==> config.mk <==
export PLATFORM = sky130hd
export DESIGN_NAME = serial_slice_adder
export DESIGN_NICKNAME = d
export VERILOG_FILES = /design/src/rtl/serial_slice_adder.sv
export SDC_FILE = /design/constraint.sdc
export NUM_CORES = 1
export LEC_CHECK = 0
export BUFFER_PORTS_ARGS = -buffer_cell sky130_fd_sc_hd__buf_2
export CAP_MARGIN = 20
export CORE_UTILIZATION = 59
export DETAILED_ROUTE_END_ITERATION = 16
export PLACE_DENSITY = 0.85
export REMOVE_ABC_BUFFERS = 1
export SLEW_MARGIN = 20
export SYNTH_ARGS = -nofsm -noshare
export SYNTH_HDL_FRONTEND = slang
export SYNTH_SLANG_ARGS = --single-unit
==> constraint.sdc <==
create_clock -name clk -period 8.65 [get_ports clk]
set_clock_uncertainty 0.15 [all_clocks]
set_input_delay 0 -clock clk [delete_from_list [all_inputs] [get_ports clk]]
set_output_delay 0 -clock clk [all_outputs]
set_load 0.05 [all_outputs]
==> src/rtl/serial_slice_adder.sv <==
// Multi-cycle adder/subtractor: one SLICE-wide adder reused over the word
// through a registered carry, with start/busy/done handshake and flags.
`timescale 1ns/1ps
module serial_slice_adder #(
  parameter int WIDTH = 32,
  parameter int SLICE = 4
) (
  input  logic             clk,
  input  logic             reset,
  input  logic             start,
  input  logic [WIDTH-1:0] a,
  input  logic [WIDTH-1:0] b,
  input  logic             subtract,
  output logic             busy,
  output logic             done,
  output logic [WIDTH-1:0] sum,
  output logic             carryout,
  output logic             overflow,
  output logic             zero
);

  localparam int N  = WIDTH / SLICE;
  localparam int CW = (N > 1) ? $clog2(N) : 1;
  localparam logic [CW-1:0] LAST = CW'(N - 1);

  typedef enum logic [1:0] {
    IDLE,
    RUN,
    DONE
  } state_t;

  state_t           state_q, state_d;
  logic [WIDTH-1:0] a_q, a_d;
  logic [WIDTH-1:0] b_q, b_d;
  logic [WIDTH-1:0] sum_q, sum_d;
  logic [CW-1:0]    cnt_q, cnt_d;
  logic             carry_q, carry_d;
  logic             cout_q, cout_d;
  logic             ovf_q, ovf_d;
  logic             zero_q, zero_d;

  logic [SLICE-1:0] a_sl, b_sl;
  logic [SLICE:0]   slice_res;
  logic             accept;

  always_ff @(posedge clk) begin
    if (reset) begin
      state_q <= IDLE;
      a_q     <= '0;
      b_q     <= '0;
      sum_q   <= '0;
      cnt_q   <= '0;
      carry_q <= 1'b0;
      cout_q  <= 1'b0;
      ovf_q   <= 1'b0;
      zero_q  <= 1'b0;
    end else begin
      state_q <= state_d;
      a_q     <= a_d;
      b_q     <= b_d;
      sum_q   <= sum_d;
      cnt_q   <= cnt_d;
      carry_q <= carry_d;
      cout_q  <= cout_d;
      ovf_q   <= ovf_d;
      zero_q  <= zero_d;
    end
  end

  assign accept = (state_q != RUN) && start;

  always_comb begin
    state_d = state_q;
    unique case (state_q)
      IDLE:    if (start) state_d = RUN;
      RUN:     if (cnt_q == LAST) state_d = DONE;
      DONE:    state_d = start ? RUN : IDLE;
      default: state_d = IDLE;
    endcase
  end

  always_comb begin
    a_d       = a_q;
    b_d       = b_q;
    sum_d     = sum_q;
    cnt_d     = cnt_q;
    carry_d   = carry_q;
    cout_d    = cout_q;
    ovf_d     = ovf_q;
    zero_d    = zero_q;
    a_sl      = a_q[cnt_q*SLICE +: SLICE];
    b_sl      = b_q[cnt_q*SLICE +: SLICE];
    slice_res = {1'b0, a_sl} + {1'b0, b_sl}
              + {{SLICE{1'b0}}, carry_q};
    if (accept) begin
      a_d     = a;
      b_d     = subtract ? ~b : b;
      carry_d = subtract;
      cnt_d   = '0;
      sum_d   = '0;
      cout_d  = 1'b0;
      ovf_d   = 1'b0;
      zero_d  = 1'b0;
    end else if (state_q == RUN) begin
      sum_d[cnt_q*SLICE +: SLICE] = slice_res[SLICE-1:0];
      carry_d = slice_res[SLICE];
      cnt_d   = cnt_q + 1'b1;
      if (cnt_q == LAST) begin
        // carry into MSB recovered as a^b^s at the top bit
        cout_d = slice_res[SLICE];
        ovf_d  = a_sl[SLICE-1] ^ b_sl[SLICE-1]
               ^ slice_res[SLICE-1] ^ slice_res[SLICE];
        zero_d = (sum_d == '0);
      end
    end
  end

  assign busy     = (state_q == RUN);
  assign done     = (state_q == DONE);
  assign sum      = sum_q;
  assign carryout = cout_q;
  assign overflow = ovf_q;
  assign zero     = zero_q;

endmodule

== Word-level counts from Yosys, hierarchy flattened ==
Cells that the tools add are included.

* Register bits: 105
* Input port bits: 68
* Output and inout port bits: 37
* Logic and storage cells: 42

* Add/subtract/negate cells: 4
* Equal/unequal tests: 6
* Shift-type cells: 4
* Mux-type cells: 8
* Bitwise operators: 4
* Reductions and logical operators: 7

{| class="wikitable"
|+ Operators by type and width
! kind !! number
|-
| indexed part select 32 x 6 -> 4 bit || 2
|-
| negation 5 -> 34 bit || 1
|-
| variable shift 4 x 34 -> 32 bit, first input constant || 1
|-
| indexed part select 4 x 34 -> 32 bit || 1
|-
| bitwise mux 32 bit || 1
|-
| zero test 32 bit || 1
|-
| two-way mux 32 bit || 1
|-
| inverter 32 bit || 1
|-
| case mux 2 bit (3 select lines) || 1
|-
| adder 4 x 4 -> 5 bit || 1
|-
| adder 5 x 1 -> 5 bit || 1
|-
| two-way mux 2 bit || 2
|-
| != test 2 x 1 -> 1 bit, second input constant || 2
|-
| AND reduction 2 bit || 2
|-
| adder 3 x 1 -> 3 bit, second input constant || 1
|-
| equality test 3 bit, second input constant || 1
|-
| two-way mux 1 bit || 3
|-
| XOR 1 bit || 3
|-
| equality test 2 x 1 -> 1 bit, second input constant || 1
|-
| equality test 2 bit, second input constant || 1
|-
| zero test 2 bit || 1
|-
| != test 2 bit, second input constant || 1
|-
| nonzero test 2 bit || 1
|-
| OR reduction 2 bit || 1
|-
| logical AND 1 bit || 1
|}

== Logic depth before layout (Yosys ltp) ==
* Word-level depth: 6
* Depth in mapped cells: 15
* Mapped depth without buffers: 12

== Worst setup path after synthesis ==
OpenSTA, ideal clock, no wires.

* Path type: register to register
* Start point: register cnt_q[0]
* End point: register zero_q (netlist: zero)
* Library setup time: 118 ps
* Data arrival time: 3,469 ps
* Data required time: 8,382 ps
* Path slack: 4,913 ps
* Stages on the path, launching flop included: 16
* Buffers on the path: 3
* Clock period less this slack: 3,737 ps
* Path through: dfxtp_1 buf_6 buf_4 buf_2 mux4_2 nand2_1 nand2_1 fa_1 inv_1 fa_1 nor4b_1 nand3_1 nand4_1 a2111oi_0 nand4_1 o21ai_1

* Longest elaborated chain between the ends: 6
* Elaborated cells on any way between the ends: 11
* Classes of those cells: 3 x add/sub; 1 x eq/ne; 4 x shift; 1 x mux; 2 x reduce/logical

{| class="wikitable"
|+ Ends and longest elaborated chain
! element !! RTL line !! RTL
|-
| start: declaration || 36 || <nowiki>logic [CW-1:0] cnt_q, cnt_d;</nowiki>
|-
| start signal: assignment || 62 || <nowiki>cnt_q <= cnt_d;</nowiki>
|-
| indexed part select 32 x 6 -> 4 bit, on equally long branches || 91, 92 ||
|-
| adder 4 x 4 -> 5 bit || 93 || <nowiki>slice_res = {1'b0, a_sl} + {1'b0, b_sl}</nowiki>
|-
| adder 5 x 1 -> 5 bit || 94 || <nowiki>+ {{SLICE{1'b0}}, carry_q};</nowiki>
|-
| indexed part select 4 x 34 -> 32 bit || 105 || <nowiki>sum_d[cnt_q*SLICE +: SLICE] = slice_res[SLICE-1:0];</nowiki>
|-
| bitwise mux 32 bit || 105 ||
|-
| zero test 32 bit || 113 || <nowiki>zero_d = (sum_d == '0);</nowiki>
|-
| end signal: assignment || 66 || <nowiki>zero_q <= zero_d;</nowiki>
|-
| end: declaration || 40 || <nowiki>logic zero_q, zero_d;</nowiki>
|}

Parallel ways exist; a longest one is shown, timed or not.
A chain may end at the register's enable or synchronous reset.

== Worst setup path in the final report ==
Ends and elaborated chain as after synthesis.

==> run_results.csv <==
group,metric,value,unit
status,outcome,"completed",
clock_tree,cts_resized,0,
die,io_pins,105,
worst_setup_path,slowest_stage,"dfxtp_2",
worst_setup_path,cpPeakStageDelay,0.90,ns
synth,synth_edf_count,0,
detailed_routing,vias,5136,
clock_tree,clkTransAtPathRegs,0.11,ns
detailed_routing,firstDrtPassIters,5,
clock_tree,cts_tree,"done",
synth,synth.avg_cell_area,8.43,µm²
pwr,p_total,0.00105,W
die,dieArea,0.00924,mm²
worst_setup_path,start_kind,"flop",
sta,finalCritPeriodShare,46.5,%
detailed_routing,ant_nets,0,
detailed_routing,avgRoutedWirePerCell,17.8,µm
die,start_util,62.3,%
sta,max_slew_margin,28.1,%
grt,grt_first_pass_wirelength,24400,µm
sta,worstMarginPinSlew,1.08,ns
sta,finalSetupViolations,0,
clock_tree,cts_root_buf,"clkbuf_8",
sta,fin_ws,4.63,ns
finish,drive_gt1_share,19.5,%
grt,overflow,0,
sta,drv_slew,0,
die,fp.dieW,96.1,µm
finish,fillers,522,
detailed_routing,drc,0,
synth,yosysWarnings,0,
detailed_routing,via_per_inst,5.91,
synth,ys_ff_latch,105,
worst_setup_path,end_kind,"flop",
clock_tree,cts_max_path_buffers,2,
pwr,peakVddDrop,0.100,mV
grt,grt_max_degree,70,
pwr,p_leak,2.60,nW
worst_setup_path,cp.required,8.78,ns
flow_run,drv_cap,0,
sta,tns,0,ns
die,coreArea,0.00838,mm²
finish,diodes,0,
detailed_routing,routed_wirelength,15500,µm
placed_design,dp_slack,4.66,ns
placed_design,place_area,0.00571,mm²
worst_setup_path,critPathKind,"reg -> reg",
sta,hold_viol_final,0,
synth,syn_inst,620,
grt,grt_pass1_vias,5136,
pwr,powerDensity,160,mW/mm²
grt,grt_use_total,35.3,%
finish,nets,839,
detailed_routing,drt_iter0_drc,281,
placed_design,io_buffers,104,
sta,rsz0062_at_grt,"false",
clock_tree,htree_num_levels,3,
synth,synthArstFlopShare,0,%
finish,areaGrowthSynthToFinish,25.6,%
worst_setup_path,worst-path-max-fanout,31,
worst_setup_path,worstPathCellList,"mux4_2 -> nand2_1 -> nand2_1 -> fa_1 -> inv_1 -> fa_1 -> nor4b_1 -> nand3_1 -> nand4_1 -> a2111oi_0 -> nand4_1 -> o21ai_1",
finish,seq_area,0.00210,mm²
finish,instances_no_fill,869,
placed_design,dp_hpwl,8820,µm
min_path,worstHoldPathType,"in -> reg",
placed_design,dp_cells,788,
synth,seq_area_frac_synth,40.2,%
clock_tree,post_cts_buffers,0,
clock_tree,clock_latency,0.38,ns
synth,ys.flop_type,"dfxtp_1",
finish,final_common_cell,"nand2_1",
finish,final_cell_mix,"118 x nand2_1, 104 x dfxtp_1, 104 x buf_2",
worst_setup_path,cp_top_family,"simple AND/OR/NAND/NOR gates",
sta,period_needed,4.02,ns
clock_tree,cts_inserted_buffers,9,
clock_tree,clock-sinks,105,
worst_setup_path,cp.arrival,4.16,ns
placed_design,gp_congestion,0.909,
finish,finalInstanceArea,0.00656,mm²
synth,netlist_area,0.00523,mm²
die,rows,33,
sta,timing.fmax,248,MHz
worst_setup_path,worstPathBufferInverterCount,1,
synth,ys_types,50,
die,die_y,96.1,µm
finish,multi_input_area,0.00289,mm²
grt,grt_antenna_before_repair,0,
kinds of logic after synthesis:
kind of cell | share of synthesized area [%]
compound gates | 15.5
xor+xnor | 5.87
fa+ha+maj | 3.16
buf+inv | 4.62
flops | 40.2
mux | 9.20
simple gates | 21.4
path summary, 6_finish.rpt:
path	startpoint	endpoint	slack, ns	depth (start not counted)
setup / recovery	cnt_q[0]	zero	4.63	12
hold / removal	reset	a_q[11]	0.11	3
setup reg to reg	cnt_q[0]	zero	4.63	12
hold reg to reg	a_q[0]	a_q[0]	0.32	2
layout make-up:
cell class	instances	share of cell area (%)
flip-flops and latches	105	32.0
multi-input cells	459	44.0
clock inverters	7	1.18
inverters	11	0.629
repair buffers	173	18.3
well taps	105	2.00
clock buffers	9	1.89
through the flow:
stage	hold slack, ns	util, %
2_1_floorplan	-0.0809	-
6_report	0.106	78.3
4_1_cts	0.0830	78.3
3_3_place_gp	0.0918	68.1
3_5_place_dp	0.0953	68.1
5_1_grt	0.135	78.3
routing by layer:
metal  global-route usage [%]  share of wire, %
met1                     39.0                39
met2                     63.7                51
met3                     6.87               5.6
met4                     18.3               4.5
met5                        0                 0
worst min-delay path, cell delays in order:
cell and delay [ns]:
buf_2 0.10, buf_4 0.31, a21oi_1 0.19
state kept, by name, indices dropped and copies added (netlist names):
name and count:
zero 1, carryout 1, state_q 2, b_q 32
cnt_q 3, overflow 1, sum 32, a_q 32
carry_q 1
Yosys cell counts, drive strengths merged, types with 2 or more instances:
| cell | instances | share of area (%) |
|---|---|---|
| inv | 10 | 0.72 |
| o31a | 2 | 0.34 |
| xnor2 | 35 | 5.9 |
| nand3 | 8 | 0.77 |
| nor4b | 2 | 0.34 |
| nor3 | 7 | 0.67 |
| ha | 10 | 2.4 |
| mux2i | 12 | 2.3 |
| a31oi | 3 | 0.36 |
| clkbuf | 25 | 1.8 |
| nor2b | 8 | 0.96 |
| a21o | 2 | 0.29 |
| a21oi | 58 | 5.6 |
| nand2b | 7 | 0.98 |
| a211oi | 39 | 5.6 |
| nor4 | 6 | 1.0 |
| buf | 20 | 2.0 |
| mux4 | 16 | 6.9 |
| o21ai | 17 | 1.6 |
| dfxtp | 105 | 40 |
| nor2 | 76 | 5.5 |
| or2 | 2 | 0.24 |
| and2 | 4 | 0.48 |
| a22oi | 2 | 0.29 |
| fa | 2 | 0.77 |
| nor3b | 4 | 0.67 |
| nand2 | 119 | 8.5 |
| nand4 | 4 | 0.48 |
power by group:
part / internal, W / total, W / switching, W
clock network: 0.000137 / 0.000318 / 0.000182
logic: 0.0000909 / 0.000203 / 0.000112
registers: 0.000509 / 0.000528 / 0.0000196
what timing repair did:
item / 4_1_cts / 5_1_grt
endpoints found under the setup margin: 0 / 0
endpoints found under the hold margin: 66 / 0
hold buffers: 65 / 0
Power figures use the tool's default switching activity.
